`src/rtl/cpu_ad48_timer_unit_pkg.sv`:
```
`default_nettype none
// ============================================================================
// Package : cpu_ad48_timer_unit_pkg
// Brief   : Register selects, CTRL field positions and reset constants
// Rev     : 1.0
// ============================================================================
package cpu_ad48_timer_unit_pkg;

    typedef enum logic [1:0] {
        TMR_SEL_TIMER    = 2'd0,
        TMR_SEL_CMP      = 2'd1,
        TMR_SEL_CTRL     = 2'd2,
        TMR_SEL_INTERVAL = 2'd3
    } tmr_sel_e;

    localparam int TMR_CTRL_EN        = 0;
    localparam int TMR_CTRL_AR        = 1;
    localparam int TMR_CTRL_PRESC_LSB = 8;

    localparam logic TMR_RST_EN = 1'b1;
    localparam logic TMR_RST_AR = 1'b0;

endpackage : cpu_ad48_timer_unit_pkg
`default_nettype wire

```
`src/rtl/cpu_ad48_timer_unit_if.sv`:
```
`default_nettype none
// ============================================================================
// Interface : cpu_ad48_timer_unit_if
// Brief     : CSR write/read port and interrupt lines of the machine timer
// Rev       : 1.0
// ============================================================================
interface cpu_ad48_timer_unit_if #(
    parameter int XLEN = 48
);
    logic            csr_we;
    logic [1:0]      csr_sel;
    logic [XLEN-1:0] csr_wdata;
    logic [XLEN-1:0] csr_rdata;
    logic            irq_ack;
    logic            irq_pending;
    logic            tick;
    logic [XLEN-1:0] timer;
    logic [XLEN-1:0] timer_cmp;

    modport master (
        output csr_we, csr_sel, csr_wdata, irq_ack,
        input  csr_rdata, irq_pending, tick, timer, timer_cmp
    );

    modport slave (
        input  csr_we, csr_sel, csr_wdata, irq_ack,
        output csr_rdata, irq_pending, tick, timer, timer_cmp
    );
endinterface : cpu_ad48_timer_unit_if
`default_nettype wire

```
`src/rtl/cpu_ad48_prescaler.sv`:
```
`default_nettype none
// ============================================================================
// Module : cpu_ad48_prescaler
// Brief  : Divide-by-(divisor+1) phase counter producing the timer step strobe
// Rev    : 1.0
// ============================================================================
module cpu_ad48_prescaler #(
    parameter int PRESC_W = 8
) (
    input  wire logic               clk,
    input  wire logic               reset,
    input  wire logic               enable,
    input  wire logic               clear,
    input  wire logic               suppress,
    input  wire logic [PRESC_W-1:0] divisor,
    output logic                    step,
    output logic                    tick
);
    localparam logic [PRESC_W-1:0] c_cnt_one = {{(PRESC_W-1){1'b0}}, 1'b1};

    logic [PRESC_W-1:0] r_cnt;
    logic               w_wrap;

    assign w_wrap = (r_cnt == divisor);
    // A restart of the phase (clear) swallows any step due in the same cycle.
    assign step   = enable && !clear && w_wrap;

    always_ff @(posedge clk) begin
        if (reset) begin
            r_cnt <= '0;
            tick  <= 1'b0;
        end else begin
            tick <= step && !suppress;
            if (clear) begin
                r_cnt <= '0;
            end else if (enable) begin
                r_cnt <= w_wrap ? '0 : r_cnt + c_cnt_one;
            end
        end
    end

endmodule : cpu_ad48_prescaler
`default_nettype wire

```
`src/rtl/cpu_ad48_timer_unit.sv`:
```
`default_nettype none
// ============================================================================
// Module : cpu_ad48_timer_unit
// Brief  : Machine timer with compare, periodic reload and sticky interrupt
// Rev    : 1.0
// ============================================================================
module cpu_ad48_timer_unit
    import cpu_ad48_timer_unit_pkg::*;
#(
    parameter int              XLEN      = 48,
    parameter int              PRESC_W   = 8,
    parameter logic [XLEN-1:0] CMP_RESET = {XLEN{1'b1}}
) (
    input  wire logic              clk,
    input  wire logic              reset,
    cpu_ad48_timer_unit_if.slave   bus
);
    localparam logic [XLEN-1:0] c_timer_one = {{(XLEN-1){1'b0}}, 1'b1};

    logic [XLEN-1:0]    r_timer;
    logic [XLEN-1:0]    r_cmp;
    logic [XLEN-1:0]    r_interval;
    logic               r_enable;
    logic               r_auto_reload;
    logic [PRESC_W-1:0] r_prescale;
    logic               r_armed;
    logic               r_pending;

    tmr_sel_e           w_sel;
    logic               w_wr_timer;
    logic               w_wr_cmp;
    logic               w_wr_ctrl;
    logic               w_wr_interval;
    logic               w_step;
    logic               w_tick;
    logic               w_fire;
    logic [XLEN-1:0]    w_ctrl_rd;
    logic [XLEN-1:0]    w_rdata;

    assign w_sel         = tmr_sel_e'(bus.csr_sel);
    assign w_wr_timer    = bus.csr_we && (w_sel == TMR_SEL_TIMER);
    assign w_wr_cmp      = bus.csr_we && (w_sel == TMR_SEL_CMP);
    assign w_wr_ctrl     = bus.csr_we && (w_sel == TMR_SEL_CTRL);
    assign w_wr_interval = bus.csr_we && (w_sel == TMR_SEL_INTERVAL);

    // A fresh compare value is not trusted until it has been registered.
    assign w_fire = r_armed && (r_timer >= r_cmp) && !w_wr_cmp;

    cpu_ad48_prescaler #(
        .PRESC_W (PRESC_W)
    ) u_prescaler (
        .clk      (clk),
        .reset    (reset),
        .enable   (r_enable),
        .clear    (w_wr_ctrl),
        .suppress (w_wr_timer),
        .divisor  (r_prescale),
        .step     (w_step),
        .tick     (w_tick)
    );

    always_ff @(posedge clk) begin
        if (reset) begin
            r_timer       <= '0;
            r_cmp         <= CMP_RESET;
            r_interval    <= '0;
            r_enable      <= TMR_RST_EN;
            r_auto_reload <= TMR_RST_AR;
            r_prescale    <= '0;
            r_armed       <= 1'b0;
            r_pending     <= 1'b0;
        end else begin
            if (w_wr_timer) begin
                r_timer <= bus.csr_wdata;
            end else if (w_step) begin
                r_timer <= r_timer + c_timer_one;
            end

            if (w_wr_cmp) begin
                r_cmp   <= bus.csr_wdata;
                r_armed <= 1'b1;
            end else if (w_fire) begin
                if (r_auto_reload) begin
                    r_cmp <= r_cmp + r_interval;
                end else begin
                    r_armed <= 1'b0;
                end
            end

            if (w_wr_ctrl) begin
                r_enable      <= bus.csr_wdata[TMR_CTRL_EN];
                r_auto_reload <= bus.csr_wdata[TMR_CTRL_AR];
                r_prescale    <= bus.csr_wdata[TMR_CTRL_PRESC_LSB +: PRESC_W];
            end

            if (w_wr_interval) begin
                r_interval <= bus.csr_wdata;
            end

            // Fire beats a simultaneous acknowledge so no request is lost.
            if (w_fire) begin
                r_pending <= 1'b1;
            end else if (bus.irq_ack) begin
                r_pending <= 1'b0;
            end
        end
    end

    always_comb begin
        w_ctrl_rd                                   = '0;
        w_ctrl_rd[TMR_CTRL_EN]                      = r_enable;
        w_ctrl_rd[TMR_CTRL_AR]                      = r_auto_reload;
        w_ctrl_rd[TMR_CTRL_PRESC_LSB +: PRESC_W]    = r_prescale;
    end

    always_comb begin
        w_rdata = '0;
        case (w_sel)
            TMR_SEL_TIMER:    w_rdata = r_timer;
            TMR_SEL_CMP:      w_rdata = r_cmp;
            TMR_SEL_CTRL:     w_rdata = w_ctrl_rd;
            TMR_SEL_INTERVAL: w_rdata = r_interval;
            default:          w_rdata = '0;
        endcase
    end

    assign bus.csr_rdata   = w_rdata;
    assign bus.irq_pending = r_pending;
    assign bus.tick        = w_tick;
    assign bus.timer       = r_timer;
    assign bus.timer_cmp   = r_cmp;

endmodule : cpu_ad48_timer_unit
`default_nettype wire

```
`src/flat_wrapper.sv`:
```
// flat-port wrapper written by rule: the top's interface ports become plain ports
module cpu_ad48_timer_unit_flat import cpu_ad48_timer_unit_pkg::*;
#(
    parameter int              XLEN      = 48,
    parameter int              PRESC_W   = 8,
    parameter logic [XLEN-1:0] CMP_RESET = {XLEN{1'b1}}
)
  (clk, reset, bus_csr_we, bus_csr_sel, bus_csr_wdata, bus_irq_ack, bus_csr_rdata, bus_irq_pending, bus_tick, bus_timer, bus_timer_cmp);
  cpu_ad48_timer_unit_if #(.XLEN(XLEN)) bus_i ();
  input  wire logic clk;
  input  wire logic reset;
  input wire logic [$bits(bus_i.csr_we)-1:0] bus_csr_we;
  input wire logic [$bits(bus_i.csr_sel)-1:0] bus_csr_sel;
  input wire logic [$bits(bus_i.csr_wdata)-1:0] bus_csr_wdata;
  input wire logic [$bits(bus_i.irq_ack)-1:0] bus_irq_ack;
  output wire logic [$bits(bus_i.csr_rdata)-1:0] bus_csr_rdata;
  output wire logic [$bits(bus_i.irq_pending)-1:0] bus_irq_pending;
  output wire logic [$bits(bus_i.tick)-1:0] bus_tick;
  output wire logic [$bits(bus_i.timer)-1:0] bus_timer;
  output wire logic [$bits(bus_i.timer_cmp)-1:0] bus_timer_cmp;
  assign bus_i.csr_we = bus_csr_we;
  assign bus_i.csr_sel = bus_csr_sel;
  assign bus_i.csr_wdata = bus_csr_wdata;
  assign bus_i.irq_ack = bus_irq_ack;
  assign bus_csr_rdata = bus_i.csr_rdata;
  assign bus_irq_pending = bus_i.irq_pending;
  assign bus_tick = bus_i.tick;
  assign bus_timer = bus_i.timer;
  assign bus_timer_cmp = bus_i.timer_cmp;
  cpu_ad48_timer_unit #(.XLEN(XLEN), .PRESC_W(PRESC_W), .CMP_RESET(CMP_RESET)) u_core (.clk(clk), .reset(reset), .bus(bus_i));
endmodule
```
`config.mk`:
```
export PLATFORM = sky130hd
export DESIGN_NAME = cpu_ad48_timer_unit_flat
export DESIGN_NICKNAME = d
export VERILOG_FILES = /design/src/rtl/cpu_ad48_timer_unit_pkg.sv /design/src/rtl/cpu_ad48_timer_unit_if.sv /design/src/rtl/cpu_ad48_prescaler.sv /design/src/rtl/cpu_ad48_timer_unit.sv /design/src/flat_wrapper.sv
export SDC_FILE = /design/constraint.sdc
export NUM_CORES = 1
export LEC_CHECK = 0
export ABC_AREA = 1
export CAP_MARGIN = 20
export CELL_PAD_IN_SITES_DETAIL_PLACEMENT = 1
export CELL_PAD_IN_SITES_GLOBAL_PLACEMENT = 1
export CORE_UTILIZATION = 42
export CTS_CLUSTER_DIAMETER = 120
export DETAILED_ROUTE_END_ITERATION = 7
export PLACE_DENSITY = 0.94
export REMOVE_ABC_BUFFERS = 1
export SKIP_LAST_GASP = 1
export SYNTH_ARGS = -nofsm -noshare
export SYNTH_HDL_FRONTEND = slang
export SYNTH_SLANG_ARGS = --single-unit
```
`constraint.sdc`:
```
create_clock -name clk -period 6.15 [get_ports clk]
set_input_delay 1.23 -clock clk [delete_from_list [all_inputs] [get_ports clk]]
set_output_delay 1.23 -clock clk [all_outputs]
set_load 0.1 [all_outputs]
```
Yosys cells after proc, flatten, opt, wreduce, memory -nomap -nowiden
Index checks and enable logic that the tools add are counted.

Bits in registers: 165. Input bits: 54. Output and inout port bits: 146.

Muxes and demuxes: 12. Order comparisons: 1. Reduce and logical (&&, ||, !) cells: 20. Add/sub/neg operators: 3. Eq/ne operators: 5.

Operators by type and width (count): 48-bit 2-to-1 mux (5); 48-bit case mux with 4 select lines (1); 48-bit by 1-bit adder with 48-bit output, second input constant (1); 48-bit adder (1); 48-bit greater-or-equal comparator (1); 1-bit logical AND (9); 8-bit by 1-bit adder with 8-bit output, second input constant (1); 8-bit == test (1); 8-bit 2-to-1 mux (1); 2-bit nonzero test (4); 1-bit 2-to-1 mux (5); 2-bit == test, second input constant (2); 2-bit AND reduction (2); 1-bit zero test (3); 2-bit by 1-bit == test with 1-bit output, second input constant (1); 2-bit zero test (1); 2-bit != test, second input constant (1); 2-bit OR reduction (1).

Logic depth before layout (Yosys ltp)
Depth in word-level cells: 7. Mapped depth: 18.

Hierarchy
From an unflattened synthesis, not the netlist that was laid out.

Cell total of the unflattened synthesis: 2480. Area total of the unflattened synthesis: 14502.7 sq um.

Modules (own cells, without submodules): cpu_ad48_timer_unit (cells an instance 2368, sequential area each 3123.0 sq um, area an instance 13869.6 sq um, times used 1); cpu_ad48_prescaler (cells an instance 112, sequential area each 180.2 sq um, area an instance 633.1 sq um, times used 1).

Worst setup path after synthesis
OpenSTA, ideal clock, no wires.

Path type: input to output. Start: input bus_csr_sel[0]. End: output bus_csr_rdata[0]. Slack: 0.967 ns. Required time: 4.920 ns. Path buffers: 2. Data arrival time: 3.953 ns. Stages on the path: 5. Path through: nor2_1 -> inv_2 -> clkbuf_1 -> clkbuf_1 -> o21ai_0.

Word-level cells in the longest chain between the ends: 2. Elaborated cells between the ends (all ways): 5. Classes of those cells: eq/ne: 3; mux: 1; reduce/logical: 1.

Ends and longest elaborated chain: from (decl) (line flat_wrapper.sv:13) `input wire logic [$bits(bus_i.csr_sel)-1:0] bus_csr_sel;`; 2-bit == test, or another cell as far along (line cpu_ad48_timer_unit.sv:118) `case (w_sel)`; 48-bit case mux with 4 select lines (*) (line cpu_ad48_timer_unit.sv:118); to (decl) (line flat_wrapper.sv:16) `output wire logic [$bits(bus_i.csr_rdata)-1:0] bus_csr_rdata;`.

Mark *: on every way between the ends. The rest lies on a longest branch, timed or not.

Worst setup path after layout
Start: input bus_csr_sel[0]. End: output bus_csr_rdata[24].

The elaborated chain is that of the path after synthesis.

==> impl_metrics.json <==
{
  "critical_path.cell_chain": "clkdlybuf4s50_1 > nor2_1 > buf_4 > inv_2 > o221ai_1 > buf_4",
  "crit_path_max_incr_delay_ps": 640,
  "instances_no_fill": 3061,
  "ys_warn_count": 0,
  "ys_ff_latch": 165,
  "path_class": "in2out",
  "cts_tree": "built",
  "maxCapViolations": 0,
  "cellLeakagePower_nw": 8.661,
  "routed_wirelength_um": 72040,
  "syn_area_um2": 14390,
  "synth.distinct_cells": 45,
  "setup_tns_ps": 0,
  "vias": 17810,
  "grt_max_degree": 88,
  "grt_pass1_vias": 18050,
  "areaGrowthSynthToFinish_pct": 19.49,
  "multi_input_area_um2": 9086,
  "drc": 0,
  "met3WireLength_um": 5258,
  "run_status": "complete, no violations",
  "slew_headroom_pct": 28.82,
  "worst_clock_skew_ps": 12.74,
  "initial_utilization_pct": 42.81,
  "ff2ff_setup_slack_ps": 3070,
  "synth_area_leaders": "dfxtp_1 23%, nand2_1 19%, inv_1 11%, ha_1 8.4%, nand3_1 5.9%",
  "routedWlPerCell_um": 23.53,
  "syn_area_per_cell_um2": 5.888,
  "hold_violations": 0,
  "hold_buffers": 0,
  "wl_met1_um": 30710,
  "rsz0062_at_grt": "false",
  "min_period_ps": 4797,
  "whs_path_depth": 2,
  "antenna_found_initial": 4,
  "required_ps": 4920,
  "clock_latency_ps": 470,
  "met2_length_um": 33100,
  "p_per_area_nw_per_um2": 251.1,
  "fin_crit_sh_pct": 77.99,
  "numCtsBuffers": 17,
  "cts.sinks": 165,
  "yosysTopAreaCell": "dfxtp_1",
  "post_cts_buffers": 0,
  "rows": 67,
  "fillers": 4692,
  "viasPerCell": 5.818,
  "cts_htree_levels": 4,
  "drt_iter0_markers": 1655,
  "clk_pin_slew_ps": 70,
  "layout_commonest_cell": "nand2_1",
  "die_area_um2": 35010,
  "io_pins": 200,
  "hold_class": "reg2reg",
  "yosysSeqAreaShare_pct": 22.95,
  "drive_gt1_share_pct": 4.981,
  "drv_slew": 0,
  "nNetsFinal": 2749,
  "gp_congestion": 1.012,
  "r2r_cells": 13,
  "die_x_um": 187.1,
  "r2r_end": "u_core.bus.timer_cmp[3]",
  "crit_path_top_delay_cell": "inv_2",
  "endpoint_kind": "primary output",
  "timing.rr.start": "u_core.bus.timer[0]",
  "coreArea_um2": 33620,
  "holdPathEnd": "u_core.bus.irq_pending",
  "synth_top_area_share_pct": 22.95,
  "routed.top_layer": "met5",
  "clock-root-buffer": "clkbuf_16",
  "arrival_ps": 3570,
  "grt_pass1_wl_um": 107800,
  "worstSetupStartpointType": "input pin",
  "ant_nets": 0,
  "drtPass1Iterations": 5,
  "register_area_um2": 3303,
  "cp_max_fo": 39,
  "dieHeight_um": 187.1,
  "final_cell_mix": "733 x nand2_1, 428 x inv_1, 196 x nor2_1, 170 x nand3_1, 165 x dfxtp_1",
  "finalSetupViolCount": 0,
  "dp_hpwl_um": 57250,
  "numPortBuffers": 199,
  "synthesis.instances": 2444,
  "dp.cells": 3026,
  "fmax_mhz": 208.5,
  "crit_top_cell": "buf_4",
  "worst_pin_slew_ps": 1064,
  "cts_resized": 0,
  "hp-start": "u_core.bus.irq_pending",
  "clk_path_buf_depth": 2,
  "gr-total-overflow": 0,
  "track_usage_pct": 40.60,
  "peakVddDrop_uv": 203.9
}
## routing by layer
metal,GRT usage (%),vias to the layer above
met3,5.272,178
met4,18.32,2
li1,-,8174
met1,53.18,8656
met2,66.34,799
met5,0,-
## critical path, delay by kind of cell
kind / cells / cell delay, ps
buffers and inverters: 4 / 1780
AO/OA/AOI/OAI: 1 / 440
AND/OR/NAND/NOR: 1 / 90
## where the power goes
group	internal, mW	switching (mW)
logic	0.479	1.39
clock network	0.664	0.538
registers	1.13	0.118
total	2.27	2.05
## per-stage QoR
stage | total power, mW | hold WS [ps] | util, % | area, um^2 | setup slack (ps)
5_1_grt | 4.472 | 516.7 | 51.16 | 17200 | 1344
2_1_floorplan | 2.494 | 444.7 | - | 14030 | 759.2
3_3_place_gp | 3.033 | 458.6 | 49.26 | 16560 | 1567
3_5_place_dp | 3.082 | 461.5 | 49.26 | 16560 | 1466
4_1_cts | 4.272 | 473.8 | 51.13 | 17190 | 1458
6_report | 4.318 | 477.0 | 51.16 | 17200 | 1353
## worst max-delay path by stage
stage                        start  slack, ps                end  cells after the start
CTS                 bus_csr_sel[0]       1460  bus_csr_rdata[24]                      6
global placement    bus_csr_sel[1]       1570  bus_csr_rdata[24]                      6
detailed placement  bus_csr_sel[0]       1470  bus_csr_rdata[24]                      6
global route        bus_csr_sel[1]       1340  bus_csr_rdata[24]                      6
finish              bus_csr_sel[0]       1350  bus_csr_rdata[24]                      6
floorplan           bus_csr_sel[0]        760   bus_csr_rdata[0]                      3
## cell families after synthesis
| logic type | synth area share [%] |
|---|---|
| simple gates | 36.16 |
| buf+inv | 14.00 |
| compound gates | 15.09 |
| flops | 22.95 |
| fa+ha+maj | 8.572 |
| xor+xnor | 3.226 |
## cell usage after synthesis
| library cell | n |
|---|---|
| o21ai_1 | 6 |
| a21o_1 | 2 |
| ha_1 | 97 |
| nor3_1 | 28 |
| and2_1 | 2 |
| o22a_1 | 1 |
| o22ai_1 | 29 |
| o211ai_1 | 1 |
| a21oi_1 | 154 |
| nor2_4 | 5 |
| a31oi_1 | 11 |
| xnor2_1 | 28 |
| nand3_2 | 5 |
| nand3_1 | 170 |
| buf_2 | 15 |
| o21a_1 | 3 |
| nand2_4 | 1 |
| inv_4 | 1 |
| clkbuf_1 | 46 |
| xor2_1 | 25 |
| inv_2 | 10 |
| fa_1 | 1 |
| buf_6 | 5 |
| nand2_2 | 1 |
| dfxtp_1 | 165 |
| nor2_2 | 4 |
| buf_4 | 4 |
| o21ai_0 | 122 |
| inv_1 | 429 |
| nor2_1 | 197 |
| nand4_2 | 1 |
| nor3b_1 | 5 |
| a221oi_1 | 2 |
| a22oi_1 | 2 |
| o21bai_1 | 4 |
| nand2_1 | 735 |
| nor3_2 | 2 |
| o2111ai_1 | 7 |
| buf_1 | 7 |
| and3_1 | 1 |
| nor4_1 | 10 |
| o221ai_1 | 38 |
| nand3b_1 | 21 |
| nand4_1 | 38 |
| or2_2 | 3 |
## registers in the layout, indices dropped and copies added (netlist names)
signal                    cells
u_core.bus.timer_cmp         48
u_core.bus.timer             48
u_core.r_prescale             8
u_core.r_interval            48
u_core.r_auto_reload          1
u_core.bus.irq_pending        1
u_core.u_prescaler.tick       1
u_core.r_enable               1
u_core.r_armed                1
u_core.u_prescaler.r_cnt      8
## final cells by class
class                   instances  area share [%]
multi-input cells            1762           52.84
flip-flops and latches        165           19.21
repair buffers                211           11.38
inverters                     440           9.619
well taps                     448           3.260
clock buffers                  18           2.554
clock inverters                14           1.099
diodes                          3         0.04366
(Power assumes the default switching activity.)
